$ cat src/rtl/pipeline_pkg.sv
// Shared definitions for the elastic pipeline stage register.
//   stage_state_t : occupancy state of a stage (EMPTY / ONE / TWO held entries)
//   ctrl_bundle_t : control bundle carried alongside the datapath payload
//   CTRL_WIDTH    : width of ctrl_bundle_t, used as the stage's default
//   CTRL_NOP      : all-zero control value presented for bubbles
package pipeline_pkg;

  typedef enum logic [1:0] {
    EMPTY = 2'd0,
    ONE   = 2'd1,
    TWO   = 2'd2
  } stage_state_t;

  typedef struct packed {
    logic       reg_write;
    logic       mem_write;
    logic       mem_read;
    logic       branch;
    logic       jump;
    logic [3:0] alu_func;
    logic [1:0] wb_sel;
    logic [2:0] imm_sel;
    logic [1:0] rsvd;
  } ctrl_bundle_t;

  localparam int unsigned  CTRL_WIDTH = $bits(ctrl_bundle_t);
  localparam ctrl_bundle_t CTRL_NOP   = '0;

endpackage

$ cat src/rtl/saturating_counter.sv
// Saturating up-counter with synchronous clear.
//   clk   : clock
//   reset : asynchronous active-low reset, clears count
//   inc   : count up by one (holds at all-ones)
//   clr   : synchronous clear, wins over inc
//   count : current value
module saturating_counter #(
  parameter int unsigned COUNT_WIDTH = 16
) (
  input  logic                   clk,
  input  logic                   reset,
  input  logic                   inc,
  input  logic                   clr,
  output logic [COUNT_WIDTH-1:0] count
);

  always_ff @(posedge clk or negedge reset) begin
    if (!reset) begin
      count <= '0;
    end else if (clr) begin
      count <= '0;
    end else if (inc && (count != '1)) begin
      count <= count + 1'b1;
    end
  end

endmodule

$ cat src/rtl/pipeline_stage_register.sv
// Elastic pipeline stage with a 2-entry skid buffer (main = head, skid = overflow).
//   clk, reset          : clock, asynchronous active-low reset
//   flush               : synchronous kill of all held entries
//   in_valid/in_ready   : upstream handshake; in_ready comes from the state register
//   in_data/in_ctrl     : upstream payload and control bundle
//   out_valid/out_ready : downstream handshake
//   out_data/out_ctrl   : head entry (zeroed on bubbles when ZERO_ON_BUBBLE=1)
//   occupancy           : number of held entries (0..2)
//   clear_stats         : synchronous clear of stall_count
//   stall_count         : saturating count of out_valid & !out_ready cycles
module pipeline_stage_register #(
  parameter int unsigned WIDTH          = 32,
  parameter int unsigned CTRL_WIDTH     = pipeline_pkg::CTRL_WIDTH,
  parameter bit          ZERO_ON_BUBBLE = 1'b1,
  parameter int unsigned COUNT_WIDTH    = 16
) (
  input  logic                   clk,
  input  logic                   reset,
  input  logic                   flush,
  input  logic                   in_valid,
  output logic                   in_ready,
  input  logic [WIDTH-1:0]       in_data,
  input  logic [CTRL_WIDTH-1:0]  in_ctrl,
  output logic                   out_valid,
  input  logic                   out_ready,
  output logic [WIDTH-1:0]       out_data,
  output logic [CTRL_WIDTH-1:0]  out_ctrl,
  output logic [1:0]             occupancy,
  input  logic                   clear_stats,
  output logic [COUNT_WIDTH-1:0] stall_count
);

  import pipeline_pkg::*;

  localparam logic [CTRL_WIDTH-1:0] BUBBLE_CTRL = CTRL_WIDTH'(CTRL_NOP);

  stage_state_t          state_q, state_d;
  logic [WIDTH-1:0]      main_data_q, skid_data_q;
  logic [CTRL_WIDTH-1:0] main_ctrl_q, skid_ctrl_q;
  logic                  in_fire, out_fire;
  logic                  load_main_in, load_main_skid, load_skid;

  // Handshake outputs decode the state register only: no out_ready -> in_ready path.
  assign in_ready  = (state_q != TWO);
  assign out_valid = (state_q != EMPTY);
  assign in_fire   = in_valid & in_ready;
  assign out_fire  = out_valid & out_ready;

  always_comb begin
    state_d        = state_q;
    load_main_in   = 1'b0;
    load_main_skid = 1'b0;
    load_skid      = 1'b0;
    if (flush) begin
      // Offered entry is dropped; storage keeps its old contents.
      state_d = EMPTY;
    end else begin
      case (state_q)
        EMPTY: begin
          if (in_fire) begin
            state_d      = ONE;
            load_main_in = 1'b1;
          end
        end
        ONE: begin
          if (in_fire && !out_fire) begin
            state_d   = TWO;
            load_skid = 1'b1;
          end else if (in_fire && out_fire) begin
            load_main_in = 1'b1;
          end else if (out_fire) begin
            state_d = EMPTY;
          end
        end
        TWO: begin
          if (out_fire) begin
            state_d        = ONE;
            load_main_skid = 1'b1;
          end
        end
        default: state_d = EMPTY;
      endcase
    end
  end

  always_ff @(posedge clk or negedge reset) begin
    if (!reset) begin
      state_q <= EMPTY;
    end else begin
      state_q <= state_d;
    end
  end

  always_ff @(posedge clk or negedge reset) begin
    if (!reset) begin
      main_data_q <= '0;
      main_ctrl_q <= '0;
      skid_data_q <= '0;
      skid_ctrl_q <= '0;
    end else begin
      if (load_main_in) begin
        main_data_q <= in_data;
        main_ctrl_q <= in_ctrl;
      end else if (load_main_skid) begin
        main_data_q <= skid_data_q;
        main_ctrl_q <= skid_ctrl_q;
      end
      if (load_skid) begin
        skid_data_q <= in_data;
        skid_ctrl_q <= in_ctrl;
      end
    end
  end

  always_comb begin
    occupancy = 2'd0;
    case (state_q)
      EMPTY:   occupancy = 2'd0;
      ONE:     occupancy = 2'd1;
      TWO:     occupancy = 2'd2;
      default: occupancy = 2'd0;
    endcase
  end

  always_comb begin
    out_data = main_data_q;
    out_ctrl = main_ctrl_q;
    if (ZERO_ON_BUBBLE && !out_valid) begin
      out_data = '0;
      out_ctrl = BUBBLE_CTRL;
    end
  end

  saturating_counter #(
    .COUNT_WIDTH(COUNT_WIDTH)
  ) u_stall_counter (
    .clk  (clk),
    .reset(reset),
    .inc  (out_valid & ~out_ready),
    .clr  (clear_stats),
    .count(stall_count)
  );

endmodule

$ cat config.mk
export PLATFORM = sky130hd
export DESIGN_NAME = pipeline_stage_register
export DESIGN_NICKNAME = d
export VERILOG_FILES = /design/src/rtl/pipeline_pkg.sv /design/src/rtl/saturating_counter.sv /design/src/rtl/pipeline_stage_register.sv
export SDC_FILE = /design/constraint.sdc
export NUM_CORES = 1
export LEC_CHECK = 0
export CELL_PAD_IN_SITES_DETAIL_PLACEMENT = 1
export CELL_PAD_IN_SITES_GLOBAL_PLACEMENT = 1
export CORE_ASPECT_RATIO = 1.25
export CORE_UTILIZATION = 39
export CTS_CLUSTER_SIZE = 14
export DETAILED_ROUTE_END_ITERATION = 12
export PLACE_DENSITY = 0.8
export SETUP_SLACK_MARGIN = 0.05
export SLEW_MARGIN = 20
export SYNTH_ARGS = -nofsm -noshare
export SYNTH_HDL_FRONTEND = slang
export SYNTH_SLANG_ARGS = --single-unit
export TNS_END_PERCENT = 20
$ cat constraint.sdc
create_clock -name clk -period 2.5 [get_ports clk]
set_input_delay 0.75 -clock clk [delete_from_list [all_inputs] [get_ports clk]]
set_output_delay 0.75 -clock clk [all_outputs]
set_load 0.02 [all_outputs]
==> run metrics, run 1 <==
outcome completed; H-tree depth 4; via count about 4,300; Power Total 0.005797 W; fmax ~0.42 GHz; hold slack 299.7 ps; critical setup path kind reg -> out; Hold/Removal Path Class in -> async; Synth Instances 482; Die Y between 100 and 150 um; CTS buffer count 17; die footprint about 14,000 sq um; Mapped Avg Cell Area roughly 11 sq um; power density over the cells 792.2 nW/um^2; buffers added on ports 121; GR Util All Layers 21.60%; skew final 8.589 ps; Layout Nets 670; Final Slew Violations 0; worst-margin pin slew 490.9 ps; min Tclk post-route 2387 ps; cts hold-fix bufs 0; Final period util between 90% and 100%; Placed Area between 6000 and 7000 sq um; detailed-route wire length 14,130 um; initial antenna violation count 0; cts repair resizes 53; routed len/inst 17.78 um; leak pwr 3.453 nW; Placer Congestion 0.8694; final hold vios 0; # diodes 0; clk slew on worst S/H paths 60 ps; CTS tree yes; Chip Width 105.2 um; register area share after synthesis a little over half; largest net degree at the start of global routing 49; number of clock sinks 114; HPWL Detailed 9298 um; WP data required 1750 ps; vias in the first global route 4,661; # Post-CTS Setup Buffers 0; post-route cell area 7318 sq um; Startpoint Class flop; crit end category primary output; Synth Warn # 0; Post-synth EDFFs 0; dominant cell type by area after synthesis dfrtp_1; GRT overflow 0; DR DRC count 0; Synth cell types 40; initial cell density of the core slightly above 40%; layout cells sized above 1 between 10% and 20%; crit path max fanout 36; Post-synth ARST share 100.0%; Synth Flop Type dfrtp_1; first-pass GRT wire length approximately 23,000 um; clk_lat worst skew 410 ps; synth top area cells dfrtp_1, mux2_2, nand2_1, a22oi_1, nor2b_1; crit path DAT approximately 1600 ps; syn_nets 537; DR pass1 iterations 4; number of placement rows 46; Synth Register Bits 114; maximum VDD drop 422.6 uV; post-synth top area share 54.95%; area grow syn2layout 40.97%; Syn Std Cell Area ~5200 sq um; CORE AREA 12,830 sq um; 1st-iter DRT viols 113; CTS root buffer clkbuf_16; Ports 122; Max Cap Viol 0; deepest clock path buffer count 2; Setup-failing EPs final 0; relative slew slack between 60% and 70%; vias per cell between 5 and 6; RSZ-0062 raised after global routing true; antenna-violating nets left 0
## sequential cells by signal, summed over array words and instances (netlist names)
name                   count
skid_ctrl_q               16
skid_data_q               32
state_q                    2
main_data_q               32
main_ctrl_q               16
u_stall_counter.count     16
## worst max-delay path, cell delays in order (launching register included)
cell	delay, ps
dfrtp_1	400
nor2_4	170
buf_12	210
nor2b_1	90
dlygate4sd2_1	330
## cells in the final DEF (no fill, tap or decap), types with 2 or more instances in the layout
cell,synthesis,routed
nand4_1,7,7
and3_1,3,2
buf_12,0,7
nor3_1,6,6
clkbuf_8,0,4
buf_4,0,18
mux2i_1,2,2
and4_1,3,3
a31oi_1,4,3
nand3_1,7,6
bufinv_16,0,3
nand2b_1,3,3
mux2_2,52,52
inv_1,3,3
a22oi_1,48,48
clkdlybuf4s50_1,0,68
a21oi_1,9,9
dlygate4sd2_1,0,52
nor2b_1,56,55
clkinv_2,0,3
clkbuf_16,0,17
dfrtp_1,114,114
nand2_1,98,98
o31ai_1,4,4
nor2_1,8,7
or4_1,5,5
a211oi_1,2,2
nor4_1,2,2
clkinvlp_4,0,2
## logic make-up after synthesis
family	after synthesis	share of synthesized area (%)
fa+ha+maj	1	0.2410
flops	114	54.95
buf+inv	34	2.892
simple gates	206	20.15
compound gates	73	10.10
mux	54	11.67
## cell usage after synthesis (2+ instances only)
library cell,instances
and3_1,3
a22oi_1,48
inv_1,3
a21oi_1,9
nand3_1,7
nor4_1,2
nand4_1,7
nor2_1,8
buf_1,2
nor3_1,6
buf_2,11
nand2_1,98
or4_1,5
clkbuf_1,16
a31oi_1,4
dfrtp_1,114
mux2i_1,2
nand2b_1,3
mux2_2,52
nor2b_1,56
and4_1,3
o31ai_1,4
a211oi_1,2
## stage by stage
step	std cells	TNS, ps	util [%]	setup WS, ps
2_1_floorplan	482	0	-	340.5
3_3_place_gp	764	0	52.73	17.41
3_5_place_dp	764	-117.6	52.73	-67.82
4_1_cts	795	0	57.02	78.20
5_1_grt	795	0	57.02	39.57
6_report	795	0	57.02	112.9
## layer usage
layer	GRT usage, %	routed length [um]	up-vias	part of all wire, %
li1	-	-	1955	-
met1	24.95	5932	2161	42
met2	39.63	7489	118	53
met3	3.968	524	19	3.7
met4	8.782	186	0	1.3
met5	0	0	-	0
## final cells by class
type / instances / area (sq um)
repair buffers: 145 / 1411
inverters: 3 / 11.26
clock inverters: 9 / 128.9
well taps: 168 / 210.2
clock buffers: 22 / 484.2
flip-flops and latches: 114 / 2853
multi-input cells: 334 / 2220
fillers: 1414 / 5517
## worst paths after layout
path	start	endpoint	slack [ps]	cells after the start
min in group clk	main_ctrl_q[15]	main_ctrl_q[15]	460	2
worst min register to register	main_ctrl_q[15]	main_ctrl_q[15]	460	2
worst max-delay path	state_q[0]	out_data[18]	110	4
max in group asynchronous	reset	main_data_q[30]	1600	2
worst max register to register	u_stall_counter.count[1]	u_stall_counter.count[12]	310	5
worst min-delay path	reset	u_stall_counter.count[10]	300	1
## where the power goes
part	internal (W)	leakage, nW	switching [W]
sequential	0.00221	1.43	0.000186
clock	0.00166	0.298	0.000823
combinational	0.000473	1.72	0.000445
total	0.00434	3.45	0.00145
Power figures use the tool's default switching activity.
==> run 2, diff against run 1 <==
Settings changed: SLEW_MARGIN 20 to unset.
==> results of run 2 <==
The final DEF is identical to that of run 1; final timing and power are the same.
==> RTL edit 1: new RTL, flow settings as in run 2 <==
The parameter `ZERO_ON_BUBBLE` goes from 1'b1 to 1'b0.
--- a/src/rtl/pipeline_stage_register.sv
+++ b/src/rtl/pipeline_stage_register.sv
@@ -12,5 +12,5 @@
   parameter int unsigned WIDTH          = 32,
   parameter int unsigned CTRL_WIDTH     = pipeline_pkg::CTRL_WIDTH,
-  parameter bit          ZERO_ON_BUBBLE = 1'b1,
+  parameter bit          ZERO_ON_BUBBLE = 1'b0,
   parameter int unsigned COUNT_WIDTH    = 16
 ) (
Function: changed (a bounded check fails within 4 cycles, from zero or initial values and one cycle with reset low).
==> RTL edit 1 against run 2 <==
The run now ends with DRC left; critical path depth rose by 1; routed wire length fell by 4.7%; cell count fell by 7.5%; power fell by 1.5%; combinational power rose by 18%; synthesized area fell by 7.2%; cell area fell by 5.2%; setup slack got worse by 0.011 ns; sequential cell count did not move; critical path type is now primary input to register; largest cell class unchanged.
==> RTL edit 1: results (changes against run 2) <==
* DRC violations left at 2 (+2)
* Worst-case clock skew at 0.0100 ns (+0.00144 ns)
* Outcome: finished with violations
* Net switching power of the design at 1.58 mW (+8.5%)
* Leading post-synthesis cells by cell area: sky130_fd_sc_hd__dfrtp_1, sky130_fd_sc_hd__mux2_2, sky130_fd_sc_hd__nand2_1, sky130_fd_sc_hd__a22oi_1, sky130_fd_sc_hd__or4_1
* Synth unique cells at 34 (-15%)
* Cell family with most CP delay: simple AND/OR/NAND/NOR gates
* Fill cells at 1257 (-11%)
* Arrival time at the worst endpoint at 2.69 ns (+1.05 ns)
* Violated checks: DRC
* Number of optimization iterations in the first detailed-route pass at 8 (+4)
* Number of clock buffers in the layout at 18 (-18%)
* Filler-free cell count of the finished design at 735 (-7.5%)
* Seq/total area at 0.411 (+0.0215)
* All-Layer GR Usage at 0.229 (+0.0133)
* First-pass GRT wire length at 22.2 mm (-3.4%)
* Instance area at placement at 0.00639 mm2 (-5.6%)
* Launch instance of the worst register-to-register path: u_stall_counter.count[0]
* Placed cell count at 704 (-7.9%)
* Power in the clock group at 2.21 mW (-11%)
* Final Total Pwr at 5.71 mW (-1.5%)
* Cell at the slowest stage of the critical path: sky130_fd_sc_hd__or4_1
* Final Hold Slack at 0.288 ns (-0.0121 ns)
* CP max stage delay at 0.61 ns (+0.21 ns)
* Net total in the final layout at 614 (-8.4%)
* Fraction of cell area in non-clock buffers at 0.207 (+0.0138)
* Average cell area after synthesis at 11.3 um2 (+5.2%)
* Drt wl/cell at 18.3 um (+3.1%)
RTL edit 1: kinds of logic after synthesis:
logic type	share of synthesized area
simple gates	0.144
flops	0.592
compound gates	0.114
mux	0.124
buf+inv	0.0234
fa+ha+maj	0.00260
RTL edit 1: timing repair:
action                                  in CTS  in global routing
setup buffers                                0                  0
pin swaps                                    0                  0
endpoints found under the setup margin       4                  3
hold endpoints to repair                     0                  0
gates resized for setup                      4                  1
hold buffers                                 0                  0
RTL edit 1: per-layer routing:
| layer | wire length, um | part of all wire | GRT usage | up-vias |
|---|---|---|---|---|
| li1 | - | - | - | 1786 |
| met1 | 5300 | 0.39 | 0.258 | 2033 |
| met2 | 7310 | 0.54 | 0.402 | 100 |
| met3 | 602 | 0.045 | 0.0616 | 20 |
| met4 | 264 | 0.020 | 0.0997 | 0 |
| met5 | 0 | 0 | 0 | - |
==> RTL edit 2: new RTL, settings of run 2 <==
Without the edit above. The 3 states of `stage_state_t` get a one-hot encoding in 3 bits.
--- a/src/rtl/pipeline_pkg.sv
+++ b/src/rtl/pipeline_pkg.sv
@@ -6,8 +6,8 @@
 package pipeline_pkg;
 
-  typedef enum logic [1:0] {
-    EMPTY = 2'd0,
-    ONE   = 2'd1,
-    TWO   = 2'd2
+  typedef enum logic [2:0] {
+    EMPTY = 3'b001,
+    ONE   = 3'b010,
+    TWO   = 3'b100
   } stage_state_t;
 
Formal check against the unedited RTL: no difference found for any inputs over 4 cycles, from zero or initial values and one cycle with reset low; so few cycles prove little.
==> RTL edit 2 against run 2 <==
Count of clock-buffer cells in the layout down 3; synthesized cell count up 3.7%; routed wire length grew 9.4%; sequential cell count grew 1; setup slack worse by 0.098 ns; cell area increased by 2.5%; first-iteration DRC count grew 36%; utilization up 1.2 points; power shrank 1.4%; sequential power fell by 7%; critical path depth increased by 1; clock skew decreased by 0.00072 ns; synthesized area rose by 0.82%; largest power group unchanged.
==> RTL edit 2: results (changes against run 2) <==
* Outcome: finished, final reports clean
* Inverter count of the layout excluding clock inverters at 55 (+52)
* Routing usage on met2 at 0.426 (+0.0295)
* Layout clock area frac at 0.0802 (-0.00355)
* Cells on worst reg2reg path at 7 (+2)
* Sequential cell count at 115 (+0.88%)
* Proportion of synthesized chip area in sequential cells at 0.550 (+0.000554)
* Setup slack of the most critical reg-to-reg path at 0.16 ns (-0.15 ns)
* Grt met3 use at 0.0392 (-0.000496)
* Number of global-route vias before repair at 4936 (+5.9%)
* Portion of netlist area occupied by mux cells at 0.116 (-0.000709)
* Actual transition at the worst max-transition pin at 0.718 ns (+0.227 ns)
* Arrival time at the worst endpoint at 1.73 ns (+0.09 ns)
* Cell at the slowest stage of the critical path: sky130_fd_sc_hd__dfstp_2
* GRT met1 Usage at 0.262 (+0.0127)
* Capturing point of the worst reg2reg path: u_stall_counter.count[15]
* Number of setup violations in the final report at 0 (unchanged)
* Metal1 wirelength at 6.19 mm (+4.3%)
* DP Worst Slack at -0.253 ns (-0.185 ns)
* Post-Synthesis Net Count at 555 (+3.4%)
* Final Hold Slack at 0.276 ns (-0.0236 ns)
* Number of clock buffers in the layout at 19 (-14%)
* Fill cells at 1411 (-0.21%)
* Multi-input gate count at 296 (-11%)
* Total half-perimeter wirelength after legalization and detailed placement at 9.84 mm (+5.8%)
* Synth unique cells at 41 (+2.5%)
* Share of flip-flops with an asynchronous set or reset after synthesis at 1.00 (unchanged)
* Share of the synthesized netlist area taken by xor and xnor gates at 0.00167 (+0.00167)
* Weighted congestion at the end of routability-driven global placement at 0.757 (-13%)
* DRT iter0 DRCs at 154 (+36%)
* CP max stage delay at 0.53 ns (+0.13 ns)
* Vias per cell at 5.35 (about the same)
* Routed length on met3 at 432 um (-18%)
* Footprint of the multi-input gates at 0.00208 mm2 (-6.1%)
* Fraction of cell area in non-clock buffers at 0.202 (+0.00962)
* Count of plain and timing-repair buffers in the layout at 159 (+9.7%)
* Net total in the final layout at 699 (+4.3%)
* Leading post-synthesis cells by cell area: sky130_fd_sc_hd__dfrtp_1, sky130_fd_sc_hd__mux2_2, sky130_fd_sc_hd__a22oi_1, sky130_fd_sc_hd__o21ai_0, sky130_fd_sc_hd__nor2_1
* Max IR drop VDD at 0.000535 V (+27%)
* Critical Path Start: state_q[0]
* Share of synthesized cell area in full adder, half adder and majority cells at 0.00239 (-0.0000196)
* Leading cell types by count after synthesis: sky130_fd_sc_hd__dfrtp_1, sky130_fd_sc_hd__nor2_1, sky130_fd_sc_hd__inv_1, sky130_fd_sc_hd__o21ai_0, sky130_fd_sc_hd__mux2_2
* Setup slack after layout at 0.0153 ns (-0.0976 ns)
* Pin count of the biggest net entering global routing at 49 (unchanged)
* First-pass GRT wire length at 25.0 mm (+8.8%)
* Post-synthesis compound-gate area fraction at 0.151 (+0.0499)
* Maximum fanout count along the critical path at 12 (-67%)
* Fraction of final layout cells with drive strength greater than 1 at 0.298 (+0.115)
* Cell family with most CP delay: flip-flops
* Cell leakage power at 3.48 nW (+0.77%)
* Drt wl/cell at 18.7 um (+5.4%)
==> RTL edit 2: cell types whose count changed after synthesis, sizes merged, moves of 3 or more <==
cell and change:
clkbuf +3, nand2 -90, inv +52, nor3 -4, a31oi -4, a21oi +6, or4 +3, nor2b -50
o21ai +53, nor2 +50, or3 +4
==> RTL edit 2: what timing repair did <==
action | 4_1_cts | 5_1_grt
gates cloned | 1 | 2
endpoints found under the hold margin | 0 | 0
setup buffers | 3 | 2
gates resized for setup | 193 | 68
endpoints found under the setup margin | 52 | 49
==> RTL edit 2: where the power goes <==
part | switching [mW] | total (mW) | internal, mW | leakage, nW
clock | 0.881 | 2.47 | 1.59 | 0.289
sequential | 0.110 | 2.23 | 2.12 | 1.49
combinational | 0.562 | 1.01 | 0.448 | 1.70
==> RTL edit 2: through the flow <==
stage          area (um2)  std cells
3_3_place_gp         6840        785
5_1_grt              7500        825
4_1_cts              7340        821
2_1_floorplan        5230        500
3_5_place_dp         6840        785
6_report             7500        825
